**src/rtl/scan_pkg.sv**
```systemverilog
// scan_pkg: shared state encoding, field widths and defaults for the scan sequencer.
package scan_pkg;
  localparam int LINES_W = 16;
  localparam int STEPS_W = 8;
  localparam int SETTLE_W = 16;
  localparam int HOME_W = 16;
  localparam logic [HOME_W-1:0] DEF_MAX_HOME_STEPS = 16'd20000;
  typedef enum logic [2:0] {IDLE, HOME, MOVE, SETTLE, CAPTURE, FINISH, FAULT} scan_state_t;
endpackage

```
**src/rtl/step_pacer.sv**
```systemverilog
// step_pacer: issues one step_req at a time, waits for its ack, and counts completed steps toward count.
module step_pacer
  import scan_pkg::*;
(
  input  logic              clk_100M,
  input  logic              rst,
  input  logic              go,
  input  logic              halt,
  input  logic [HOME_W-1:0] count,
  input  logic              step_ack,
  output logic              step_req,
  output logic              finished
);
  logic run_q, run_d, pend_q, pend_d, req_q, req_d;
  logic [HOME_W-1:0] cnt_q, cnt_d, tgt_q, tgt_d;
  always_comb begin
    run_d = go;
    tgt_d = count;
    cnt_d = go ? cnt_q : '0;
    pend_d = go & pend_q;
    req_d = 1'b0;
    if (go && pend_q && step_ack) begin
      pend_d = 1'b0;
      cnt_d = cnt_q + 1'b1;
    end else if (go && !pend_q && !halt && cnt_q != count) begin
      pend_d = 1'b1;
      req_d = 1'b1;
    end
  end
  always_ff @(posedge clk_100M or posedge rst) begin
    if (rst) begin
      run_q <= 1'b0;
      pend_q <= 1'b0;
      req_q <= 1'b0;
      cnt_q <= '0;
      tgt_q <= '0;
    end else begin
      run_q <= run_d;
      pend_q <= pend_d;
      req_q <= req_d;
      cnt_q <= cnt_d;
      tgt_q <= tgt_d;
    end
  end
  assign step_req = req_q;
  // Depends only on flops and the parent's registered halt, so the parent FSM can consume it without a loop.
  assign finished = run_q & ~pend_q & (halt | (cnt_q == tgt_q));
endmodule

```
**src/rtl/scan_sequencer.sv**
```systemverilog
// scan_sequencer: homes the carriage, then for each line steps, settles and enables CCD capture.
module scan_sequencer
  import scan_pkg::*;
#(
  parameter logic [HOME_W-1:0] MAX_HOME_STEPS = DEF_MAX_HOME_STEPS,
  parameter int SYNC_STAGES = 2
) (
  input  logic                clk_100M,
  input  logic                rst,
  input  logic                start,
  input  logic                abort,
  input  logic [LINES_W-1:0]  cfg_lines,
  input  logic [STEPS_W-1:0]  cfg_steps,
  input  logic [SETTLE_W-1:0] cfg_settle,
  input  logic                mtr_nhome,
  input  logic                mtr_nflt,
  output logic                step_req,
  input  logic                step_ack,
  output logic                step_dir,
  output logic                ccd_en,
  input  logic                line_done,
  output logic                busy,
  output logic                done,
  output logic                fault,
  output logic [LINES_W-1:0]  line_idx
);
  scan_state_t state_q, state_d;
  logic [LINES_W-1:0] lines_q, lines_d, line_idx_q, line_idx_d;
  logic [STEPS_W-1:0] steps_q, steps_d;
  logic [SETTLE_W-1:0] settle_q, settle_d, settle_cnt_q, settle_cnt_d;
  logic [SYNC_STAGES-1:0] nhome_sync_q, nhome_sync_d, nflt_sync_q, nflt_sync_d;
  logic fault_q, fault_d, busy_q, busy_d, done_q, done_d, ccd_en_q, ccd_en_d, step_dir_q, step_dir_d;
  logic zero_done, nhome_s, nflt_s, pace_go, pace_halt, pace_fin;
  logic [HOME_W-1:0] pace_cnt;
  assign nhome_sync_d = (nhome_sync_q << 1) | SYNC_STAGES'(mtr_nhome);
  assign nflt_sync_d = (nflt_sync_q << 1) | SYNC_STAGES'(mtr_nflt);
  assign nhome_s = nhome_sync_q[SYNC_STAGES-1];
  assign nflt_s = nflt_sync_q[SYNC_STAGES-1];
  assign pace_halt = (state_q == HOME) & ~nhome_s;
  always_comb begin
    state_d = state_q;
    lines_d = lines_q;
    steps_d = steps_q;
    settle_d = settle_q;
    settle_cnt_d = settle_cnt_q;
    line_idx_d = line_idx_q;
    fault_d = fault_q;
    zero_done = 1'b0;
    if (abort) state_d = IDLE;
    else if (state_q != IDLE && state_q != FAULT && !nflt_s) state_d = FAULT;
    else begin
      case (state_q)
        IDLE: if (start) begin
          lines_d = cfg_lines;
          steps_d = cfg_steps;
          settle_d = cfg_settle;
          fault_d = 1'b0;
          line_idx_d = '0;
          zero_done = cfg_lines == '0;
          state_d = zero_done ? IDLE : HOME;
        end
        HOME: if (pace_fin) state_d = nhome_s ? FAULT : MOVE;
        MOVE: if (pace_fin) begin
          state_d = SETTLE;
          settle_cnt_d = settle_q;
        end
        SETTLE: begin
          state_d = settle_cnt_q == '0 ? CAPTURE : SETTLE;
          settle_cnt_d = settle_cnt_q == '0 ? settle_cnt_q : settle_cnt_q - 1'b1;
        end
        CAPTURE: if (line_done) begin
          state_d = line_idx_q == lines_q - 1'b1 ? FINISH : MOVE;
          line_idx_d = line_idx_q == lines_q - 1'b1 ? line_idx_q : line_idx_q + 1'b1;
        end
        default: state_d = IDLE;
      endcase
    end
    fault_d = fault_d | (state_d == FAULT);
    busy_d = state_d != IDLE;
    done_d = (state_d == FINISH) | zero_done;
    ccd_en_d = state_d == CAPTURE;
    step_dir_d = state_d == MOVE;
    // The pacer sits out the first cycle of HOME/MOVE so its step count restarts between phases.
    pace_go = (state_d == HOME || state_d == MOVE) && state_d == state_q;
    pace_cnt = state_d == HOME ? MAX_HOME_STEPS : HOME_W'(steps_q);
  end
  always_ff @(posedge clk_100M or posedge rst) begin
    if (rst) begin
      state_q <= IDLE;
      lines_q <= '0;
      steps_q <= '0;
      settle_q <= '0;
      settle_cnt_q <= '0;
      line_idx_q <= '0;
      fault_q <= 1'b0;
      busy_q <= 1'b0;
      done_q <= 1'b0;
      ccd_en_q <= 1'b0;
      step_dir_q <= 1'b0;
      nhome_sync_q <= '1;
      nflt_sync_q <= '1;
    end else begin
      state_q <= state_d;
      lines_q <= lines_d;
      steps_q <= steps_d;
      settle_q <= settle_d;
      settle_cnt_q <= settle_cnt_d;
      line_idx_q <= line_idx_d;
      fault_q <= fault_d;
      busy_q <= busy_d;
      done_q <= done_d;
      ccd_en_q <= ccd_en_d;
      step_dir_q <= step_dir_d;
      nhome_sync_q <= nhome_sync_d;
      nflt_sync_q <= nflt_sync_d;
    end
  end
  step_pacer u_pacer (
    .clk_100M(clk_100M),
    .rst(rst),
    .go(pace_go),
    .halt(pace_halt),
    .count(pace_cnt),
    .step_ack(step_ack),
    .step_req(step_req),
    .finished(pace_fin)
  );
  assign step_dir = step_dir_q;
  assign ccd_en = ccd_en_q;
  assign busy = busy_q;
  assign done = done_q;
  assign fault = fault_q;
  assign line_idx = line_idx_q;
endmodule

```
**config.mk**
```make
export PLATFORM = sky130hd
export DESIGN_NAME = scan_sequencer
export DESIGN_NICKNAME = d
export VERILOG_FILES = /design/src/rtl/scan_pkg.sv /design/src/rtl/step_pacer.sv /design/src/rtl/scan_sequencer.sv
export SDC_FILE = /design/constraint.sdc
export NUM_CORES = 1
export LEC_CHECK = 0
export ABC_AREA = 1
export ABC_CLOCK_PERIOD_IN_PS = 2900
export BUFFER_PORTS_ARGS = -buffer_cell sky130_fd_sc_hd__clkbuf_2
export CORE_ASPECT_RATIO = 1.2
export CORE_MARGIN = 5
export CORE_UTILIZATION = 45
export DETAILED_ROUTE_END_ITERATION = 6
export PLACE_DENSITY = 0.66
export SLEW_MARGIN = 15
export SYNTH_ARGS = -nofsm -noshare
export SYNTH_HDL_FRONTEND = slang
export SYNTH_HIERARCHICAL = 1
export SYNTH_SLANG_ARGS = --single-unit
```
**constraint.sdc**
```tcl
create_clock -name clk_100M -period 2.9 [get_ports clk_100M]
set_clock_uncertainty 0.05 [all_clocks]
set_input_delay 0.29 -clock clk_100M [delete_from_list [all_inputs] [get_ports clk_100M]]
set_output_delay 0.29 -clock clk_100M [all_outputs]
set_load 0.01 [all_outputs]
```
==> results by group, run 1 <==
Run status
  – Status: complete, but fails checks
  – Failing checks: setup timing

Global routing
  – Initial antenna violation count: 0
  – First-pass GRT wire length: 31.1 mm
  – Total global-route track usage: 0.217
  – Vias in the first global route: 6,580
  – Largest net degree at the start of global routing: 63
  – Grt ovf: 0

Placement
  – GPL Wtd Cong: 0.965
  – Post-DP HPWL: 13.3 mm
  – IO Port Bufs: 69

STA
  – Setup violations, final: 19
  – Rel. slew slack: 0.464
  – Slack of the critical path: -0.381 ns
  – Worst-Margin Slew: 0.802 ns
  – Setup TNS: -5.83 ns
  – Final hold vios: 0
  – Achievable clock frequency: 0.305 GHz
  – Slew Limit Fails: 0
  – Unrepaired setup endpoints after global routing: yes
  – Final period utilization: 1.13
  – Crit path time final: 3.28 ns

Yosys
  – Post-synth EDFFs: 0
  – Mapped Area: 6890 sq um
  – Primary FF master, synth: dfrtp_1
  – YS warnings: 6
  – Synth top area cells: dfrtp_1, nand2_1, inv_1
  – Synth Instances: 950
  – Syn avg cell area: 7.25 sq um
  – Asr flop ratio synth: 1.00
  – #FFs+latches synth: 119
  – Seq/Total Area, Yosys: 0.433
  – Yosys top cell area share: 0.418
  – Cell taking the most area after synthesis: dfrtp_1
  – Post-synth cell types: 49

Clock network
  – CTS tree: done
  – Clock root cell: clkbuf_16
  – Cts bufs inserted: 17
  – Clock Tree Buf Depth: 2
  – Clock latency on the worst-skew pair: 0.42 ns
  – CTS clk-pin slew, worst paths: 0.06 ns
  – Clock sink total: 119
  – # H-tree levels: 4

Power and ir drop
  – P per Cell Area: 847 nW/um^2
  – LEAKAGE: 4.88 nW
  – Clock power frac: 0.276
  – Switching Share: 0.375
  – NetSw: 3.04 mW
  – PnR Total Power: 8.12 mW
  – Int Power: 5.08 mW
  – Flop pwr share: 0.312
  – Combinational Power Share: 0.412
  – Max VDD drop: 0.500 mV

Drt
  – Post-route ant nets: 0
  – Vias per inst: 4.89
  – Drc violations: 0
  – DR WL/cell: 13.6 microns
  – Post-Route WL: 19.0 mm
  – TritonRoute pass-1 iters: 6
  – Via Count: 6,825
  – DRT iter0 DRCs: 422

Cells and area
  – N_diodes: 0
  – Most common cell after layout, fill and taps aside: nand2_1
  – Area grow syn2layout: 39.1%
  – Proportion of layout cells with a drive suffix above 1: 0.315
  – Most frequent cells in the layout: nand2_1, buf_4, inv_1
  – Final nets: 1,230

Floorplanning
  – Starting density of the core: 0.459
  – Die area: 17,900 sq um
  – Die extent in x: 123 microns
  – # rows: 49
  – I/O pin count: 70
  – Core box area: 15,000 sq um
  – Vert. Die Dim: 146 microns

Setup path
  – Critical path launch point type: flip-flop
  – Crit. Startpoint: u_pacer/cnt_q[2]
  – Worst setup EP type: flip-flop
  – Worst Path Required: 3.21 ns
  – R2R Path Start: u_pacer/cnt_q[2]
  – WS Path Type: flip-flop to flip-flop
  – Critical-path maximum fanout: 6
  – Arr. time, crit path: 3.59 ns

Flow run
  – Max Cap Viol: 0

Worst hold path
  – Hold WC Path Type: input pin to flip-flop
  – Worst hold path startpoint: cfg_settle[6]
[cell type report]
| type | count | area, sq um |
|---|---|---|
| Fill cell | 1320 | 5440 |
| Timing Repair Buffer | 221 | 1540 |
| Tap cell | 204 | 255 |
| Sequential cell | 119 | 2980 |
| Inverter | 148 | 567 |
| Clock buffer | 17 | 425 |
| Timing Repair inverter | 2 | 15.0 |
| Clock inverter | 15 | 203 |
| Multi-Input combinational cell | 669 | 3590 |
[state kept, by name, indices dropped and copies added (netlist names), 3 cells and up]
register       cells
steps_q            8
lines_q           16
settle_q          16
u_pacer/tgt_q     16
settle_cnt_q      16
u_pacer/cnt_q     16
line_idx          16
state_q            3
[worst max-delay path: stages (launching register included)]
cell      delay, ns
dfrtp_1        0.40
nand2_1        0.10
nand2_2        0.07
nor2_4         0.16
nand2_2        0.08
nor2_4         0.14
nand2_2        0.08
a21oi_2        0.15
inv_2          0.06
o21a_1         0.22
a211oi_4       0.29
nand2_2        0.12
nand2_4        0.10
nand3_4        0.07
nor2_4         0.15
nor2_4         0.05
nor2_4         0.15
nand3_4        0.11
nor2_4         0.17
nand2_4        0.10
nor2_4         0.16
nand2_2        0.06
o21ai_2        0.05
nand2_1        0.06
inv_1          0.04
[power groups by stage]
stage / clock network (mW) / registers (mW) / logic [mW]
after floorplan: 0 / 2.48 / 1.80
after global placement: 0 / 2.52 / 2.80
after detailed placement: 0 / 2.53 / 2.85
after CTS: 2.27 / 2.52 / 3.15
after global routing: 2.36 / 2.59 / 3.75
final: 2.24 / 2.53 / 3.34
[cells in the mapped netlist, drive strengths merged, types with 2 or more instances]
| master | n |
|---|---|
| a21oi | 22 |
| a2bb2oi | 2 |
| a31oi | 3 |
| buf | 8 |
| clkbuf | 15 |
| dfrtp | 115 |
| dfstp | 4 |
| ha | 4 |
| inv | 147 |
| nand2 | 298 |
| nand3 | 50 |
| nand3b | 2 |
| nand4 | 11 |
| nor2 | 110 |
| nor3 | 20 |
| nor4 | 8 |
| o211ai | 4 |
| o21ai | 76 |
| o221ai | 2 |
| o22ai | 2 |
| o31ai | 6 |
| or2 | 3 |
| xnor2 | 8 |
| xor2 | 21 |
[routing by layer]
metal  share of wire  wire (microns)  GRT usage  vias to the layer above
li1                -               -          -                     3431
met1            0.42            8060      0.281                     3180
met2            0.50            9540      0.356                      181
met3           0.047             882     0.0447                       33
met4           0.026             489     0.0790                        0
met5               0               0          0                        -
[logic make-up after synthesis]
kind of cell / count (synthesis) / synth area share
fa+ha+maj: 4 / 0.00727
buf+inv: 171 / 0.0974
flops: 119 / 0.433
simple gates: 504 / 0.324
other cells: 1 / 0.000544
xor+xnor: 29 / 0.0369
mux: 1 / 0.00163
compound gates: 121 / 0.0994
[path summary, 6_finish.rpt]
path	to	slack (ns)	depth (start not counted)
max	u_pacer/cnt_q[9]	-0.38	24
min	settle_q[6]	0.01	3
max reg2reg	u_pacer/cnt_q[9]	-0.38	24
min reg2reg	nflt_sync_q[1]	0.32	0
max in group asynchronous	nhome_sync_q[1]	1.48	4
min in group asynchronous	steps_q[0]	0.49	3
[repair_timing]
action | CTS | global route
hold buffers | 3 | 0
pin swaps | 19 | 43
gates cloned | 2 | 1
resized for setup | 59 | 55
buffers inserted | 19 | 12
setup endpoints to repair | 19 | 28
hold endpoints to repair | 61 | 0
[stage by stage]
stage	worst slack, ns	utilization	cells	instance area (sq um)	hold slack, ns
floorplan	-0.0712	-	959	6930	0.244
global placement	-0.428	0.554	1328	8320	0.307
detailed placement	-0.459	0.554	1328	8320	0.308
CTS	-0.135	0.621	1384	9330	0.00193
global route	-0.599	0.638	1395	9580	0.00590
finish	-0.381	0.638	1395	9580	0.0131
No activity file was read; power rests on OpenSTA's default activity.
==> run 2, diff against run 1 <==
--- a/config.mk
+++ b/config.mk
@@ -7,7 +7,7 @@
 export LEC_CHECK = 0
 export ABC_AREA = 1
 export ABC_CLOCK_PERIOD_IN_PS = 2900
-export BUFFER_PORTS_ARGS = -buffer_cell sky130_fd_sc_hd__clkbuf_2
+export BUFFER_PORTS_ARGS = -buffer_cell sky130_fd_sc_hd__buf_4
 export CORE_ASPECT_RATIO = 1.2
 export CORE_MARGIN = 5
 export CORE_UTILIZATION = 45
==> results by group, run 2 (synthesis results as in run 1) <==
Drt
  – Via Count: 6,785
  – Post-route ant nets: 0
  – DR WL/cell: 13.3 microns
  – Drc violations: 0
  – Post-Route WL: 18.7 mm
  – Vias per inst: 4.82
  – DRT iter0 DRCs: 345
  – TritonRoute pass-1 iters: 7

Cells and area
  – FF/Latch Area: 2990 sq um
  – Most common cell after layout, fill and taps aside: nand2_1
  – Post-route cell area: 9770 sq um
  – Fill count: 1,287
  – Area grow syn2layout: 41.8%
  – Area occupied by multi-input gates: 3500 sq um
  – Proportion of layout cells with a drive suffix above 1: 0.294
  – Final nets: 1,243
  – N_diodes: 0
  – Non-Filler Instances: 1,408
  – Most frequent cells in the layout: nand2_1, buf_4, inv_1

Power and ir drop
  – Max VDD drop: 0.554 mV
  – P per Cell Area: 806 nW/um^2
  – Switching Share: 0.384
  – LEAKAGE: 4.99 nW
  – Combinational Power Share: 0.421
  – Int Power: 4.85 mW
  – Clock power frac: 0.258
  – Flop pwr share: 0.321
  – NetSw: 3.02 mW

STA
  – Rel. slew slack: 0.422
  – Slew Limit Fails: 0
  – Final period utilization: 1.10
  – Final hold vios: 0
  – Crit path time final: 3.20 ns
  – Setup violations, final: 18
  – Slack of the critical path: -0.301 ns
  – Achievable clock frequency: 0.312 GHz
  – Worst-Margin Slew: 0.866 ns
  – Unrepaired setup endpoints after global routing: yes

Placement
  – Post-Place Cells: 1,332
  – IO Port Bufs: 69
  – GPL Wtd Cong: 0.900
  – Dpl cell area: 8550 sq um
  – Post-DP HPWL: 13.4 mm

Floorplanning
  – I/O pin count: 70
  – Die area: 17,900 sq um
  – Die extent in x: 123 microns
  – Core box area: 15,000 sq um
  – # rows: 49
  – Vert. Die Dim: 146 microns
  – Starting density of the core: 0.459

Clock network
  – Cts bufs inserted: 17
  – Clock latency on the worst-skew pair: 0.43 ns
  – CTS tree: done
  – Clock Tree Buf Depth: 2
  – Clock sink total: 119
  – CTS clk-pin slew, worst paths: 0.06 ns
  – # H-tree levels: 4
  – Clock root cell: clkbuf_16

Setup path
  – Critical Path, Cell by Cell: nand2_1 -> nand2_1 -> nor2_2 -> nand2_1 -> nor2_2 -> nand2_1 -> a21oi_2 -> inv_2 -> o21a_1 -> a211oi_2 -> nand2_2 -> nand2_2 -> nand3_4 -> nor2_4 -> nor2_2 -> nor2_4 -> nand3_4 -> buf_6 -> nor2_4 -> buf_6 -> buf_6 -> a21oi_2 -> a21oi_1
  – Critical path launch point type: flip-flop
  – Crit-path most repeated cell: nand2_1
  – Arr. time, crit path: 3.51 ns
  – Worst setup EP type: flip-flop
  – WS Path Type: flip-flop to flip-flop
  – Critical-path maximum fanout: 4
  – Critical Path Max Stage Delay: 0.40 ns
  – Slowest-stage cell, CP: dfrtp_1
  – Worst Path Required: 3.21 ns

Flow run
  – Max Cap Viol: 0

Global routing
  – Initial antenna violation count: 0
  – Total global-route track usage: 0.215
  – Grt ovf: 0
  – First-pass GRT wire length: 30.8 mm
  – Largest net degree at the start of global routing: 63
  – Vias in the first global route: 6,558

Run status
  – Failing checks: setup timing
  – Status: complete, but fails checks

Worst hold path
  – Hold WC Path Type: input pin to flip-flop
## run 2: cell types whose count changed in the layout (fill, tap and decap cells not counted), moves of 5 or more
| cell | previous run | this run |
|---|---|---|
| dlygate4sd3_1 | 3 | 19 |
| clkbuf_2 | 69 | 0 |
| inv_1 | 125 | 130 |
| nor2_1 | 73 | 81 |
| buf_4 | 142 | 205 |
| nand3_2 | 4 | 9 |
## run 2: worst max-delay path: cells and delay by family, from the launching register on
family | cells | cell delay, ns
AOI/OAI and AO/OA | 5 | 0.76
buffers and inverters | 4 | 0.43
DFF | 1 | 0.40
and+or+nand+nor | 14 | 1.48
## run 2: per-stage QoR
stage	total power [mW]	worst slack, ns	utilization	TNS (ns)	hold slack, ns
floorplan	4.29	-0.0712	-	-0.226	0.244
global placement	5.40	-0.378	0.569	-5.69	0.281
detailed placement	5.45	-0.441	0.569	-6.42	0.291
CTS	7.74	-0.124	0.635	-0.669	0.000906
global route	8.43	-0.477	0.650	-7.07	0.0239
finish	7.87	-0.301	0.650	-4.08	0.0169
## run 2: power by group through the flow
| stage | combinational [mW] | clock, mW | sequential, mW |
|---|---|---|---|
| after floorplan | 1.80 | 0 | 2.48 |
| after global placement | 2.89 | 0 | 2.51 |
| after detailed placement | 2.93 | 0 | 2.52 |
| after CTS | 3.16 | 2.07 | 2.50 |
| after global routing | 3.70 | 2.14 | 2.59 |
| final | 3.31 | 2.03 | 2.53 |
## run 2: area by class of cell
type | instances | area share
Clock buffer | 17 | 0.0436
Sequential cell | 119 | 0.306
Multi-Input combinational cell | 669 | 0.358
Inverter | 148 | 0.0577
Tap cell | 204 | 0.0261
Timing Repair inverter | 1 | 0.000769
Timing Repair Buffer | 235 | 0.193
Clock inverter | 15 | 0.0146
## run 2: what timing repair did
action,in CTS,in global routing
gates resized for setup,32,51
hold buffers,19,0
gates cloned,1,0
setup endpoints to repair,19,19
pin swaps,15,30
endpoints found under the hold margin,57,0
buffers inserted,16,8
## run 2: layer usage
layer,share of wire,GRT usage,routed length (microns),vias to the layer above
met5,0,0,0,-
met1,0.43,0.276,7980,3130
li1,-,-,-,3457
met2,0.50,0.354,9380,160
met3,0.046,0.0435,853,38
met4,0.024,0.0846,439,0
## run 2: path summary, 6_finish.rpt
| path | start | to | slack [ns] | cells past startpoint |
|---|---|---|---|---|
| min | cfg_steps[2] | steps_q[2] | 0.02 | 3 |
| max | u_pacer/cnt_q[2] | u_pacer/cnt_q[4] | -0.30 | 23 |
| min in group asynchronous | rst | steps_q[7] | 0.40 | 3 |
| max in group asynchronous | rst | u_pacer/tgt_q[12] | 1.56 | 4 |
| max reg2reg | u_pacer/cnt_q[2] | u_pacer/cnt_q[4] | -0.30 | 23 |
| min reg2reg | nhome_sync_q[0] | nhome_sync_q[1] | 0.31 | 0 |
